### config.mk
export PLATFORM = sky130hd
export DESIGN_NAME = alu_operand_stage
export DESIGN_NICKNAME = d
export VERILOG_FILES = /design/src/rtl/alu_operand_stage.sv
export SDC_FILE = /design/constraint.sdc
export NUM_CORES = 1
export LEC_CHECK = 0
export CORE_ASPECT_RATIO = 0.6
export CORE_MARGIN = 4
export CORE_UTILIZATION = 29
export DETAILED_ROUTE_END_ITERATION = 12
export HOLD_SLACK_MARGIN = 0.1
export PLACE_DENSITY = 0.59
export SLEW_MARGIN = 10
export SYNTH_ARGS = -nofsm -noshare
export SYNTH_HDL_FRONTEND = slang
export SYNTH_SLANG_ARGS = --single-unit
### constraint.sdc
create_clock -name i_clk -period 2.3 [get_ports i_clk]
set_input_delay 0.345 -clock i_clk [delete_from_list [all_inputs] [get_ports i_clk]]
set_output_delay 0.345 -clock i_clk [all_outputs]
set_load 0.01 [all_outputs]
### src/rtl/alu_operand_stage.sv
// -----------------------------------------------------------------------------
// alu_operand_stage
//
// Decode-to-execute pipeline stage sitting directly in front of the ALU.
// Takes decoded RV32I integer instructions (OP, OP-IMM, LUI, AUIPC), turns
// the opcode/funct fields into an ALU operation, picks operand 1/operand 2 and
// registers the result behind a valid/ready handshake. A second (skid)
// register lets the stage keep a registered o_ready without dropping the beat
// that arrives in the cycle downstream stalls. The ALU hangs combinationally
// off the outputs.
//
// Optional feature: define ALU_OPSTAGE_BYPASS_EN to add a forwarding port
// that replaces rs1/rs2 read data with in-flight result data at accept time.
//
// Ports
//   i_clk, i_rst_n      clock (rising edge), asynchronous active-low reset
//   i_flush             synchronous flush; empties the stage, drops input beat
//   i_valid / o_ready   upstream handshake (o_ready is a flop output)
//   i_opcode, i_funct3, i_funct7_5   instruction fields
//   i_rs1_data, i_rs2_data, i_imm, i_pc, i_rd   operand sources / destination
//   o_valid / i_ready   downstream handshake
//   o_op1, o_op2, o_alu_op, o_rd, o_wb_en, o_illegal   registered beat
//   Bypass build only:
//   i_byp_valid, i_byp_rd, i_byp_data   forwarded result
//   i_rs1, i_rs2                        source register indices
// -----------------------------------------------------------------------------

package alu_operand_stage_pkg;

   typedef enum logic [3:0] {
      ALU_ADD  = 4'd0,
      ALU_SUB  = 4'd1,
      ALU_SLL  = 4'd2,
      ALU_SLT  = 4'd3,
      ALU_SLTU = 4'd4,
      ALU_XOR  = 4'd5,
      ALU_SRL  = 4'd6,
      ALU_SRA  = 4'd7,
      ALU_OR   = 4'd8,
      ALU_AND  = 4'd9
   } alu_opcode_t;

   localparam logic [6:0] OPC_OP     = 7'b0110011;
   localparam logic [6:0] OPC_OP_IMM = 7'b0010011;
   localparam logic [6:0] OPC_LUI    = 7'b0110111;
   localparam logic [6:0] OPC_AUIPC  = 7'b0010111;

endpackage

module alu_operand_stage
   import alu_operand_stage_pkg::*;
#(
   parameter int XLEN   = 32,
   parameter int REG_AW = 5
) (
   input  logic              i_clk,
   input  logic              i_rst_n,
   input  logic              i_flush,
   input  logic              i_valid,
   output logic              o_ready,
   input  logic [6:0]        i_opcode,
   input  logic [2:0]        i_funct3,
   input  logic              i_funct7_5,
   input  logic [XLEN-1:0]   i_rs1_data,
   input  logic [XLEN-1:0]   i_rs2_data,
   input  logic [XLEN-1:0]   i_imm,
   input  logic [XLEN-1:0]   i_pc,
   input  logic [REG_AW-1:0] i_rd,
`ifdef ALU_OPSTAGE_BYPASS_EN
   input  logic              i_byp_valid,
   input  logic [REG_AW-1:0] i_byp_rd,
   input  logic [XLEN-1:0]   i_byp_data,
   input  logic [REG_AW-1:0] i_rs1,
   input  logic [REG_AW-1:0] i_rs2,
`endif
   output logic              o_valid,
   input  logic              i_ready,
   output logic [XLEN-1:0]   o_op1,
   output logic [XLEN-1:0]   o_op2,
   output alu_opcode_t       o_alu_op,
   output logic [REG_AW-1:0] o_rd,
   output logic              o_wb_en,
   output logic              o_illegal
);

   // One fully decoded beat, as held in either the output or skid register.
   typedef struct packed {
      logic [XLEN-1:0]   op1;
      logic [XLEN-1:0]   op2;
      alu_opcode_t       alu_op;
      logic [REG_AW-1:0] rd;
      logic              wb_en;
      logic              illegal;
   } beat_t;

   localparam beat_t BEAT_RESET = '{
      op1:     '0,
      op2:     '0,
      alu_op:  ALU_ADD,
      rd:      '0,
      wb_en:   1'b0,
      illegal: 1'b0
   };

   // Shared funct3 map for OP and OP-IMM. funct7_5 selects SUB only for
   // register-register adds (in OP-IMM that bit is immediate data), but it
   // selects SRA for both forms.
   function automatic alu_opcode_t funct_map(input logic [2:0] funct3,
                                             input logic       funct7_5,
                                             input logic       is_reg);
      alu_opcode_t op;
      case (funct3)
         3'b000:  op = (is_reg && funct7_5) ? ALU_SUB : ALU_ADD;
         3'b001:  op = ALU_SLL;
         3'b010:  op = ALU_SLT;
         3'b011:  op = ALU_SLTU;
         3'b100:  op = ALU_XOR;
         3'b101:  op = funct7_5 ? ALU_SRA : ALU_SRL;
         3'b110:  op = ALU_OR;
         default: op = ALU_AND;
      endcase
      return op;
   endfunction

   // -------------------------------------------------------------------------
   // Source operand selection (with optional forwarding)
   // -------------------------------------------------------------------------
   logic [XLEN-1:0] src_raw  [2];
   logic [XLEN-1:0] src_data [2];

   assign src_raw[0] = i_rs1_data;
   assign src_raw[1] = i_rs2_data;

`ifdef ALU_OPSTAGE_BYPASS_EN
   logic [REG_AW-1:0] src_idx [2];

   assign src_idx[0] = i_rs1;
   assign src_idx[1] = i_rs2;
`endif

   genvar gi;
   generate
      for (gi = 0; gi < 2; gi++) begin : g_src
`ifdef ALU_OPSTAGE_BYPASS_EN
         // x0 is hard-wired zero, so a forwarded write to x0 must never win.
         assign src_data[gi] = (i_byp_valid && (i_byp_rd == src_idx[gi]) &&
                                (src_idx[gi] != '0)) ? i_byp_data : src_raw[gi];
`else
         assign src_data[gi] = src_raw[gi];
`endif
      end
   endgenerate

   // -------------------------------------------------------------------------
   // Decode of the incoming beat
   // -------------------------------------------------------------------------
   beat_t dec_beat;

   always_comb begin
      dec_beat         = BEAT_RESET;
      dec_beat.rd      = i_rd;
      case (i_opcode)
         OPC_OP: begin
            dec_beat.op1    = src_data[0];
            dec_beat.op2    = src_data[1];
            dec_beat.alu_op = funct_map(i_funct3, i_funct7_5, 1'b1);
         end
         OPC_OP_IMM: begin
            dec_beat.op1    = src_data[0];
            dec_beat.op2    = i_imm;
            dec_beat.alu_op = funct_map(i_funct3, i_funct7_5, 1'b0);
         end
         OPC_LUI: begin
            dec_beat.op2    = i_imm;
         end
         OPC_AUIPC: begin
            dec_beat.op1    = i_pc;
            dec_beat.op2    = i_imm;
         end
         default: begin
            // Unsupported opcodes still travel down the pipe so the exception
            // can be raised in order; operands stay zero and nothing writes back.
            dec_beat.illegal = 1'b1;
         end
      endcase
      dec_beat.wb_en = !dec_beat.illegal && (i_rd != '0);
   end

   // -------------------------------------------------------------------------
   // Output register + skid register
   // -------------------------------------------------------------------------
   logic  out_valid_reg, out_valid_next;
   logic  sk_valid_reg,  sk_valid_next;
   logic  ready_reg,     ready_next;
   beat_t out_beat_reg,  out_beat_next;
   beat_t sk_beat_reg,   sk_beat_next;
   logic  accept;
   logic  xfer;

   assign accept = i_valid & ready_reg;
   assign xfer   = out_valid_reg & i_ready;

   always_comb begin
      out_valid_next = out_valid_reg;
      sk_valid_next  = sk_valid_reg;
      out_beat_next  = out_beat_reg;
      sk_beat_next   = sk_beat_reg;

      if (i_flush) begin
         // Flush drops everything, including a beat offered this cycle.
         out_valid_next = 1'b0;
         sk_valid_next  = 1'b0;
      end else if (!out_valid_reg || xfer) begin
         // Output slot frees up this cycle. The skid entry is older than any
         // new beat, so it always moves forward first.
         if (sk_valid_reg) begin
            out_beat_next  = sk_beat_reg;
            out_valid_next = 1'b1;
            if (accept) begin
               sk_beat_next  = dec_beat;
               sk_valid_next = 1'b1;
            end else begin
               sk_valid_next = 1'b0;
            end
         end else if (accept) begin
            out_beat_next  = dec_beat;
            out_valid_next = 1'b1;
         end else begin
            out_valid_next = 1'b0;
         end
      end else if (accept) begin
         // Output is stalled: park the beat in the skid register.
         sk_beat_next  = dec_beat;
         sk_valid_next = 1'b1;
      end

      // o_ready is a pure flop: it reflects whether the skid slot will be free.
      ready_next = !sk_valid_next;
   end

   always_ff @(posedge i_clk or negedge i_rst_n) begin
      if (!i_rst_n) begin
         out_valid_reg <= 1'b0;
         sk_valid_reg  <= 1'b0;
         ready_reg     <= 1'b1;
         out_beat_reg  <= BEAT_RESET;
         sk_beat_reg   <= BEAT_RESET;
      end else begin
         out_valid_reg <= out_valid_next;
         sk_valid_reg  <= sk_valid_next;
         ready_reg     <= ready_next;
         out_beat_reg  <= out_beat_next;
         sk_beat_reg   <= sk_beat_next;
      end
   end

   assign o_valid   = out_valid_reg;
   assign o_ready   = ready_reg;
   assign o_op1     = out_beat_reg.op1;
   assign o_op2     = out_beat_reg.op2;
   assign o_alu_op  = out_beat_reg.alu_op;
   assign o_rd      = out_beat_reg.rd;
   assign o_wb_en   = out_beat_reg.wb_en;
   assign o_illegal = out_beat_reg.illegal;

endmodule

* Word-level counts from Yosys, hierarchy flattened
Index checks and enable logic that the tools add are counted.
** Operators by class
- Bitwise gates (word level) :: 3
- Muxes and demuxes :: 21
- Eq/ne operators :: 11
- Reductions and logical operators :: 13
** Operators with widths (number)
- $mux 75 :: 5
- $pmux 32 s2 :: 2
- $pmux 4 s7 :: 2
- $eq 7x5->1 const B :: 2
- $eq 7x6->1 const B :: 2
- $mux 1 :: 11
- $eq 3x3->1 const B :: 3
- $pmux 4 s2 :: 1
- $eq 3x2->1 const B :: 2
- $reduce_bool 5->1 :: 1
- $reduce_bool 2->1 :: 2
- $reduce_or 4->1 :: 1
- $eq 3x1->1 const B :: 1
- $logic_not 3->1 :: 1
- $reduce_and 3->1 :: 1
- $reduce_or 3->1 :: 1
- $and 1x1->1 :: 2
- $logic_not 1->1 :: 2
- $ne 2x2->1 const B :: 1
- $reduce_and 2->1 :: 1
- $reduce_or 2->1 :: 1
- $logic_and 1x1->1 :: 1
- $logic_or 1x1->1 :: 1
- $not 1->1 :: 1
** Storage, ports and cells
- Output and inout bits :: 77
- Input bits :: 149
- Logic and storage cells :: 63
- Register bits :: 153

* Longest topological paths before layout
- Depth after elaboration :: 6
- Gate-level depth with buffers :: 7
- Depth with buffers taken out :: 4

* Worst setup path after synthesis
OpenSTA, ideal clock, no wires.
- Path type :: in2reg
- Start point :: input i_opcode[6]
- End point :: register out_beat_reg (netlist bit o_alu_op[1])
- Path buffers :: 1
- Slack :: 700 ps
- Data arrival time :: 1519 ps
- Stages :: 5
- Setup time :: 82 ps
- Data required time :: 2218 ps
- Cells stage by stage :: nand4b_4 > or2_4 > buf_6 > or4_1 > a31oi_1
** Between the ends
- Longest elaborated chain between the ends :: 4
- Elaborated cells on any way between the ends :: 5
- Classes of those cells :: eq/ne (2); mux (3)
** Ends and longest elaborated chain
- start, declared :: RTL line 61 : input logic [6:0] i_opcode,
- $eq 7x5->1 or $eq 7x6->1 (tied branches) :: RTL line 162 : case (i_opcode)
- $pmux 4 s2 (*) :: RTL line 162
- $mux 75 (*) :: RTL line 225 : end else if (accept) begin
- $mux 75 (*) :: RTL line 216 : if (sk_valid_reg) begin
- end signal, assigned :: RTL line 252 : out_beat_reg <= out_beat_next;
- end, declared :: RTL line 195 : beat_t out_beat_reg, out_beat_next;
Every way passes the cells marked *; elsewhere a longest branch is shown, timed or not. The select of a mux whose other input is x is not followed.
A chain may end at the register's enable or synchronous reset.

* Worst setup path in the final report
- Start point :: register ready_reg, in the netlist o_ready
- End point :: output o_ready
** RTL lines
- start, declared :: RTL line 194 : logic ready_reg, ready_next;
- start signal, assigned :: RTL line 251 : ready_reg <= ready_next;
- end, declared :: RTL line 60 : output logic o_ready,
No word-level cell between the ends.

==> metrics.txt <==
Post-synth EDFFs 0; GRT Overall Usage between 15 and 20%; Final Hold Viols 0; Total Power just under 8 mW; Pleak roughly 4.4 nW; max-cap viol count 0; FMAX between 500 and 600 MHz; root buffer cell clkbuf_16; commonest non-fill, non-tap cell in the layout clkdlybuf4s50_1; gpl congestion 0.757; largest net degree at the start of global routing 88; peak supply drop 0.424 mV; Crit path arrival time 1520 ps; most frequent cells in the layout 223 x clkdlybuf4s50_1, 151 x dfrtp_1, 78 x nand2_1; unique cell type count in the Yosys netlist 37; CP bufs+invs 1; Final nets 1110; RSZ-0062 raised after global routing no; filler instances 2482; Post-route DRC 0; sequential-to-total area share from yosys stat 49.9%; WL/cell approximately 18 um; Synth Area per Inst 10.1 um2; share of the synthesized area in the top cell type 49.6%; Pwr Density 697 nW/um2; multi-input logic area ~3500 um2; H-Tree Depth 4; total wire length around 23000 um; Die X 218 um; WS Path Type flip-flop to output pin; clk slew on worst S/H paths 60 ps; CP delay by family, top buffers and inverters; Hold Crit Class input pin to async pin; Reg area between 3000 and 4000 um2; fin crit share 81.0%; Initial Util 29.9%; row count 45; first-pass GRT wire length 37100 um; initial antenna violation count 0; Post-Syn Area 7670 um2; setup_tns 0 ps; CP max stage delay roughly 560 ps; ranking of synthesized cells by area dfrtp_1 50%, mux2i_1 5.0%, a21oi_1 4.6%; vias in the first global route 6643; clock buffer depth 2; CP Cell Sequence clkdlybuf4s50_1; I/O Buffers 225; DRT antenna net count 0; dominant cell type by area after synthesis dfrtp_1; CTS tree done; setup violators final 0; total die area 29200 um2; DRT iter0 DRCs 457; mean number of vias per cell 5.09; Clock Skew roughly 8.5 ps; Core ar. 25700 um2; worst-margin pin slew 511 ps; Clock Latency Late Sink 430 ps; status completed; Async SR Flop Fraction 100%; predominant post-synthesis flop cell dfrtp_1; CP max stage cell clkdlybuf4s50_1; synth warn 0; dpl hpwl 15900 um; fin. max-slew vios 0; Synth Instances 761; crit end category output pin; Final min period between 1500 and 2000 ps; Largest register FFs 75; die height 134 um; relative slew slack 65.0%; Net Count, Synth 910; drt pass-1 iters 5; # diodes 0; via count 6745; Yosys reg bits 153; CTS sink cnt 153; I/O pins around 230; layout cells sized above 1 8.32%; Num CTS Buffers 17; synth-to-layout area growth 44.3%; worst-path maximum fanout 3; GRT overflow 0; startpoint types flip-flop; CP required around 2000 ps
path summary, 6_finish.rpt:
kind | startpoint | end | slack (ps) | depth (start not counted)
max in group asynchronous | i_rst_n | sk_beat_reg[15] | 1260 | 3
min in group i_clk | sk_beat_reg[8] | sk_beat_reg[8] | 470 | 2
worst min register to register | sk_beat_reg[8] | sk_beat_reg[8] | 470 | 2
worst max-delay path | o_ready | o_ready | 440 | 1
worst min-delay path | i_rst_n | o_rd[1] | 370 | 2
worst max register to register | o_valid | o_op2[15] | 590 | 5
cell families (layout without fill, tap and decap cells):
logic type               after synthesis  after routing  synth area share (%)
buffers and inverters                 82            295                  4.65
AND/OR/NAND/NOR                      202            202                  13.4
AO/OA/AOI/OAI                        277            277                  25.8
adder cells (fa/ha/maj)                1              1                 0.130
multiplexers                          46             46                  6.13
flip-flops                           153            153                  49.9
synthesized netlist by cell type, drive strengths merged (2+ instances only):
| cell type | instances |
|---|---|
| mux2i | 38 |
| a2111oi | 31 |
| o31ai | 33 |
| o21a | 33 |
| buf | 32 |
| nand3b | 32 |
| a21oi | 70 |
| nand2b | 32 |
| nand2 | 78 |
| a211oi | 33 |
| inv | 3 |
| dfrtp | 152 |
| o311ai | 33 |
| nor2 | 44 |
| clkbuf | 47 |
| o41ai | 3 |
| nor2b | 4 |
| nand4b | 2 |
| a21o | 31 |
| a31oi | 4 |
| or4 | 4 |
| o21ai | 4 |
| mux2 | 8 |
| nor3 | 3 |
per-stage QoR:
step / utilization (%) / cells / setup slack, ps / hold slack [ps] / cell area [um2]
final: 43.1 / 1326 / 437 / 369 / 11100
after floorplan: - / 761 / 700 / 49.4 / 7670
after detailed placement: 40.7 / 1293 / 143 / 257 / 10400
after global placement: 40.7 / 1293 / 141 / 254 / 10400
after CTS: 43.1 / 1326 / 394 / 356 / 11100
after global routing: 43.1 / 1326 / 372 / 365 / 11100
repair_timing:
| item | CTS | global route |
|---|---|---|
| gates resized for setup | 0 | 0 |
| hold endpoints to repair | 27 | 0 |
| setup buffers | 0 | 0 |
| hold buffers | 1 | 0 |
power breakdown:
group	switching (mW)	internal, mW	total, mW	leakage (nW)
Sequential	0.165	2.98	3.14	1.96
Combinational	0.697	0.907	1.60	2.18
Clock	1.17	1.80	2.97	0.297
Total	2.03	5.68	7.72	4.44
metal layers:
metal	share of wire [%]	GRT usage, %	routed length, um
met5	0	0	0
met4	0.76	3.16	178
met3	6.4	5.28	1490
met2	42	22.7	9900
met1	50	23.5	11700
area by class of cell:
class,count,share of cell area [%]
Clock inverter,10,1.28
Sequential cell,153,34.6
Tap cell,352,3.98
Timing Repair Buffer,260,24.1
Inverter,3,0.102
Multi-Input combinational cell,526,31.7
Clock buffer,22,4.28
(Power assumes the default switching activity.)
